### config.mk
export PLATFORM = sky130hd
export DESIGN_NAME = tx_framer
export DESIGN_NICKNAME = d
export VERILOG_FILES = /design/src/rtl/tx_framer_pkg.sv /design/src/rtl/tx_framer.sv
export SDC_FILE = /design/constraint.sdc
export NUM_CORES = 1
export LEC_CHECK = 0
export ABC_AREA = 1
export CAP_MARGIN = 20
export CORE_ASPECT_RATIO = 1.5
export CORE_MARGIN = 4
export CORE_UTILIZATION = 45
export DETAILED_ROUTE_END_ITERATION = 6
export DONT_BUFFER_PORTS = 1
export SLEW_MARGIN = 10
export SYNTH_ARGS = -nofsm -noshare
export SYNTH_HDL_FRONTEND = slang
export SYNTH_SLANG_ARGS = --single-unit
export TNS_END_PERCENT = 1
### constraint.sdc
create_clock -name clk -period 2.1 [get_ports clk]
set_input_delay 0.315 -clock clk [delete_from_list [all_inputs] [get_ports clk]]
set_output_delay 0.315 -clock clk [all_outputs]
set_load 0.005 [all_outputs]
### src/rtl/tx_framer_pkg.sv
// Shared types and helpers for the sample-to-UART frame packetizer.
// Frames are: sync byte, sample bytes MSB first, XOR of the sample bytes.
package tx_framer_pkg;

  typedef enum logic [1:0] {
    StIdle,
    StStart,
    StWaitAck,
    StWaitDone
  } state_e;

  localparam logic [7:0] SyncByteDefault = 8'hA5;

  // Widest sample the checksum helper accepts.
  localparam int unsigned MaxDataW = 64;

  function automatic logic [7:0] xor_bytes(input logic [MaxDataW-1:0] data,
                                           input int unsigned        nbytes);
    logic [7:0] acc;
    acc = '0;
    for (int unsigned i = 0; i < MaxDataW / 8; i++) begin
      if (i < nbytes) acc ^= data[i*8 +: 8];
    end
    return acc;
  endfunction

endpackage

### src/rtl/tx_framer.sv
// Wraps each averaged sample into a sync/data/checksum frame and feeds it to the UART
// one byte at a time, with a one-deep shadow buffer for samples arriving mid-frame.
module tx_framer
  import tx_framer_pkg::*;
#(
  parameter int unsigned DATA_W    = 24,
  parameter logic [7:0]  SYNC_BYTE = SyncByteDefault
) (
  input  logic              clk,
  input  logic              reset,
  input  logic              sample_valid,
  input  logic [DATA_W-1:0] sample,
  input  logic              tx_busy,
  output logic              tx_start,
  output logic [7:0]        tx_data,
  output logic              frame_busy,
  output logic              overrun
);

  localparam int unsigned NBYTES = DATA_W / 8;
  localparam int unsigned IdxW   = $clog2(NBYTES + 2);
  localparam logic [IdxW-1:0] LastIdx = IdxW'(NBYTES + 1);

  state_e            state_q, state_d;
  logic [DATA_W-1:0] frame_q, frame_d;
  logic [DATA_W-1:0] pend_q, pend_d;
  logic              pend_valid_q, pend_valid_d;
  logic [IdxW-1:0]   idx_q, idx_d;
  logic              overrun_q, overrun_d;
  logic              tx_start_q, tx_start_d;
  logic [7:0]        tx_data_q, tx_data_d;
  logic [7:0]        chk;
  logic [7:0]        byte_sel;

  always_ff @(posedge clk or negedge reset) begin
    if (!reset) begin
      state_q      <= StIdle;
      frame_q      <= '0;
      pend_q       <= '0;
      pend_valid_q <= 1'b0;
      idx_q        <= '0;
      overrun_q    <= 1'b0;
      tx_start_q   <= 1'b0;
      tx_data_q    <= 8'h00;
    end else begin
      state_q      <= state_d;
      frame_q      <= frame_d;
      pend_q       <= pend_d;
      pend_valid_q <= pend_valid_d;
      idx_q        <= idx_d;
      overrun_q    <= overrun_d;
      tx_start_q   <= tx_start_d;
      tx_data_q    <= tx_data_d;
    end
  end

  always_comb begin
    state_d      = state_q;
    frame_d      = frame_q;
    pend_d       = pend_q;
    pend_valid_d = pend_valid_q;
    idx_d        = idx_q;
    overrun_d    = overrun_q;
    unique case (state_q)
      StIdle: begin
        if (sample_valid) begin
          // A fresh sample beats the pending one; the pending one is lost.
          frame_d = sample;
          idx_d   = '0;
          state_d = StStart;
          if (pend_valid_q) begin
            pend_valid_d = 1'b0;
            overrun_d    = 1'b1;
          end
        end else if (pend_valid_q) begin
          frame_d      = pend_q;
          pend_valid_d = 1'b0;
          idx_d        = '0;
          state_d      = StStart;
        end
      end
      StStart: begin
        if (!tx_busy) state_d = StWaitAck;
      end
      StWaitAck: begin
        if (tx_busy) state_d = StWaitDone;
      end
      StWaitDone: begin
        if (!tx_busy) begin
          if (idx_q == LastIdx) begin
            state_d = StIdle;
          end else begin
            idx_d   = idx_q + 1'b1;
            state_d = StStart;
          end
        end
      end
      default: state_d = StIdle;
    endcase
    if (sample_valid && state_q != StIdle) begin
      pend_d       = sample;
      pend_valid_d = 1'b1;
      if (pend_valid_q) overrun_d = 1'b1;
    end
  end

  assign chk = xor_bytes(MaxDataW'(frame_q), NBYTES);

  always_comb begin
    byte_sel = SYNC_BYTE;
    if (idx_q == LastIdx) begin
      byte_sel = chk;
    end else begin
      for (int unsigned k = 1; k <= NBYTES; k++) begin
        if (idx_q == IdxW'(k)) byte_sel = frame_q[DATA_W - 8*k +: 8];
      end
    end
  end

  // tx_data is latched with the launch so it holds for the whole UART byte.
  always_comb begin
    tx_start_d = (state_q == StStart) && !tx_busy;
    tx_data_d  = tx_start_d ? byte_sel : tx_data_q;
  end

  assign tx_start   = tx_start_q;
  assign tx_data    = tx_data_q;
  assign frame_busy = (state_q != StIdle);
  assign overrun    = overrun_q;

endmodule

Word-level counts from Yosys, hierarchy flattened
Index checks and enable logic that the tools add are counted.
{"block": "word_totals", "regBits": 64, "input_bits": 28, "output_inout_bits": 11, "wordCells": 59}
{"block": "op_classes", "n_addsub": 1, "eq_ne": 12, "n_mux": 25, "bitwise_logic": 2, "reduce_logical": 11}
{"cell": "24-bit 2-to-1 mux", "n": 2}
{"cell": "8-bit 2-to-1 mux", "n": 4}
{"cell": "8-bit bitwise XOR", "n": 2}
{"cell": "3-bit 2-to-1 mux", "n": 4}
{"cell": "2-bit 2-to-1 mux", "n": 5}
{"cell": "1-bit 2-to-1 mux", "n": 8}
{"cell": "2-bit inequality test, second input constant", "n": 4}
{"cell": "2-bit case mux with 4 select lines", "n": 1}
{"cell": "4-bit AND reduction", "n": 2}
{"cell": "2-bit nonzero test", "n": 4}
{"cell": "3-bit by 2-bit == test with 1-bit output, second input constant", "n": 2}
{"cell": "3-bit case mux with 2 select lines", "n": 1}
{"cell": "2-bit == test, second input constant", "n": 2}
{"cell": "3-bit by 1-bit adder with 3-bit output, second input constant", "n": 1}
{"cell": "3-bit by 1-bit == test with 1-bit output, second input constant", "n": 1}
{"cell": "3-bit == test, second input constant", "n": 1}
{"cell": "3-bit inequality test, second input constant", "n": 1}
{"cell": "2-bit by 1-bit == test with 1-bit output, second input constant", "n": 1}
{"cell": "1-bit logical AND", "n": 2}
{"cell": "2-bit zero test", "n": 1}
{"cell": "2-bit AND reduction", "n": 1}
{"cell": "1-bit zero test", "n": 1}

Logic depth before layout (Yosys ltp)
{"block": "logic_depth", "word_depth": 5, "depth_mapped": 11}

Worst setup path after synthesis
No wires, ideal clock.
{"block": "synth_path", "path_type": "reg2reg", "start": "register idx_q[0]", "end": "register tx_data_q[1], in the netlist tx_data[1]", "arrival_time_ns": 1.302, "t_required_ns": 1.982, "slack_ns": 0.680, "stages_incl_launch_ff": 10, "path_buffers": 1, "synth_period_minus_slack_ns": 1.420, "cell_sequence": "dfrtp_1 ha_1 ha_1 buf_2 inv_1 nand3_1 nand2_1 nand2_1 nand2_1 nand2_1"}
{"block": "synth_between", "elab_chain_len": 5, "elab_cells_between_ends": 8, "classes_between": "eq/ne (4); mux (4)"}
{"item": "start: declaration", "line": "tx_framer.sv:28", "text": "logic [IdxW-1:0] idx_q, idx_d;"}
{"item": "start signal: assignment", "line": "tx_framer.sv:50", "text": "idx_q <= idx_d;"}
{"item": "3-bit by 1-bit == test with 1-bit output", "line": "tx_framer.sv:115", "text": "if (idx_q == IdxW'(k)) byte_sel = frame_q[DATA_W - 8*k +: 8];"}
{"item": "8-bit 2-to-1 mux (3 in a row)", "line": "tx_framer.sv:115"}
{"item": "8-bit 2-to-1 mux (*)", "line": "tx_framer.sv:111", "text": "if (idx_q == LastIdx) begin"}
{"item": "end signal: assignment", "line": "tx_framer.sv:53", "text": "tx_data_q <= tx_data_d;"}
{"item": "end: declaration", "line": "tx_framer.sv:31", "text": "logic [7:0] tx_data_q, tx_data_d;"}
Mark *: on every way between the ends. The rest lies on a longest branch, timed or not.
A chain may end at the register's enable or synchronous reset.

Worst setup path in the final report
{"block": "layout_path", "start": "register idx_q[0]", "end": "register tx_data_q[3], in the netlist tx_data[3]"}
The elaborated chain is that of the path after synthesis.

==> metrics.txt <==
r2r startpoint=idx_q[0]; total global-route track usage=0.162; initial DRC count=198; die height=116 um; Post-Syn Area per Cell=8.06 um^2; vias per inst=slightly below 5; compound-cell area share of the yosys netlist=0.187; TritonCTS clock tree=done; slowest stage cell, crit path=ha_1; # DRC=0; setup bufs post-CTS=0; commonest non-fill, non-tap cell in the layout=nand2_1; post-DP HPWL=4770 um; clock transition at the registers of the reported paths=0.05 ns; synth unique cells=23; crit-path max cell delay=0.45 ns; Nets=470; Ports=39; share of the yosys chip area belonging to registers=0.456; DR pass1 iterations=4; CTS resizes=0; Slew @ Worst Pin=0.504 ns; largest net degree at the start of global routing=65; Fmax=between 0.5 and 0.6 GHz; Final Cycle Share=0.824; layout cells sized above 1=0.128; critical path required time=2.36 ns; CTS sink cnt=64; TNS Setup=0 ns; CP max FO=13; worst setup path start=idx_q[0]; warnings from Yosys=0; Mapped Area=3510 um^2; Area growth, synth to finish=10.8%; final hold slack=roughly 0.12 ns; I/O Buffers=0; crit end category=flop; flop and latch count out of synthesis=64; Post-CTS Hold Buffers=2; final setup violation count=0; core area=7610 um^2; post-route ant nets=0; Peak VDD IR=about 0.65 mV; via count=2637; grt ovf=0; multiplexer share of the synthesized area=0; crit-path cells=inv_1 > ha_1 > inv_1 > nor2_1 > nand2_1 > nand3_1 > nand2_1 > nand2_1 > nand2_1 > nand2_1; switching share of power=0.380; n_diodes=0; unrepaired setup endpoints after global routing=no; WL final=6780 um; Cell Rows=39; worst-skew pair later-pin latency=~0.32 ns; Slew Limit Fails=0; antenna violations before repair=0; Num CTS Buffers=9; worst clock skew=0.00526 ns; post-synthesis adder-cell area fraction=0.0321; gp weighted congestion=0.771; Pleak=1.96 nW; Tightest Hold Check Type=input pin to flop; Arrival @ worst endpoint=1.99 ns; Final Hold Vio Count=0; Setup crit end=tx_data[3]; Post-Syn Nets=around 470; net switching power=2.23 mW; # Max-Cap Violations=0; Longest Clk Path Bufs=2; Die W=around 80 um; largest family of logic cells by synthesized area=simple AND/OR/NAND/NOR gates; R2R depth=10; cell at the root of the clock tree=clkbuf_16; first-pass GRT wire length=11900 um; Most Frequent Cell on Critical Path=nand2_1; Slew HR=0.663; Final min period=1.73 ns; Routed WL per cell=around 13 um; vias in the first global route=2605; Worst Setup Start Kind=flop; Post-Synth Simple-Gate Area=0.217; Pint=about 3.6 mW; most frequent cells in the layout=nand2_1 (148), dfrtp_1 (64), inv_1 (60), o21ai_0 (34), nand3_1 (25); Setup Crit Path Kind=flop to flop; part of the total power dissipated in the clock network=0.264; H-tree depth=3; PwrDens=1510 nW/um^2; Cells after Synth=approximately 440; outcome=finished clean; Worst Hold Depth=1; Reg power frac=0.365; full die area=slightly above 9000 um^2; combinational power share=0.371; R2R Setup Slk=0.37 ns; Crit Reg-Reg Endpoint=tx_data[3]; Post-Synth XOR/XNOR Area=0; Initial Utilization=0.461
## sequential cells by signal, indices dropped and copies added, names as in the netlist
name	flops
frame_q	24
idx_q	3
overrun	1
pend_q	24
pend_valid_q	1
state_q	2
tx_data	8
tx_start	1
## worst min-delay path by stage
stage | startpoint | endpoint | slack [ns]
finish | sample_valid | overrun | 0.12
detailed placement | reset | tx_data[3] | 0.02
floorplan | reset | frame_q[0] | 0.02
CTS | sample_valid | overrun | 0.11
global placement | reset | tx_data[3] | 0.02
global route | sample_valid | overrun | 0.10
## routing by layer
layer	global-route usage	part of all wire	wire length, um	vias to the layer above
li1	-	-	-	1376
met1	0.215	0.47	3220	1209
met2	0.259	0.48	3240	44
met3	0.0332	0.033	221	8
met4	0.0676	0.016	107	0
met5	0	0	0	-
## worst max-delay path, delay by kind of cell (launching register included)
family        cells  cell delay [ns]
flops             1             0.40
simple gates      7             0.61
buf+inv           2             0.20
fa+ha+maj         1             0.45
## layout make-up
cell class / count / area (um^2)
Multi-Input combinational cell: 290 / 1530
Clock inverter: 2 / 35.0
Inverter: 63 / 236
Clock buffer: 14 / 284
Timing Repair Buffer: 5 / 72.6
Fill cell: 756 / 3720
Sequential cell: 64 / 1600
Tap cell: 102 / 128
## power groups by stage
stage / Sequential (mW) / Clock, mW / Combinational (mW)
after floorplan: 2.07 / 0 / 1.88
after detailed placement: 2.16 / 0 / 2.16
after global routing: 2.21 / 1.65 / 2.54
final: 2.14 / 1.55 / 2.17
after CTS: 2.14 / 1.59 / 2.21
after global placement: 2.14 / 0 / 2.10
## cells by family (layout without fill, tap and decap cells)
family	after synthesis	in the layout
and+or+nand+nor	190	190
AOI/OAI and AO/OA	91	91
buffers and inverters	82	84
DFF	64	64
adders and majority gates	9	9
## synthesized netlist by cell type (all sizes together)
| library cell | n | area, um^2 |
|---|---|---|
| nand2 | 149 | 562 |
| a21o | 1 | 7.51 |
| ha | 9 | 113 |
| inv | 62 | 233 |
| a21oi | 11 | 55.1 |
| dfrtp | 64 | 1600 |
| clkbuf | 4 | 15.0 |
| buf | 15 | 126 |
| clkinv | 1 | 3.75 |
| nor2 | 16 | 75.1 |
| nand3 | 25 | 125 |
| o211ai | 24 | 260 |
| o21ai | 55 | 335 |
## metrics by stage
step	setup WS (ns)	utilization	area, um^2	total power [mW]	std cells
floorplan	0.680	-	3510	3.95	436
global placement	0.367	0.464	3530	4.24	522
detailed placement	0.378	0.464	3530	4.32	522
CTS	0.356	0.511	3890	5.94	540
global route	0.0847	0.511	3890	6.40	540
finish	0.370	0.511	3890	5.86	540
(Power assumes the default switching activity.)
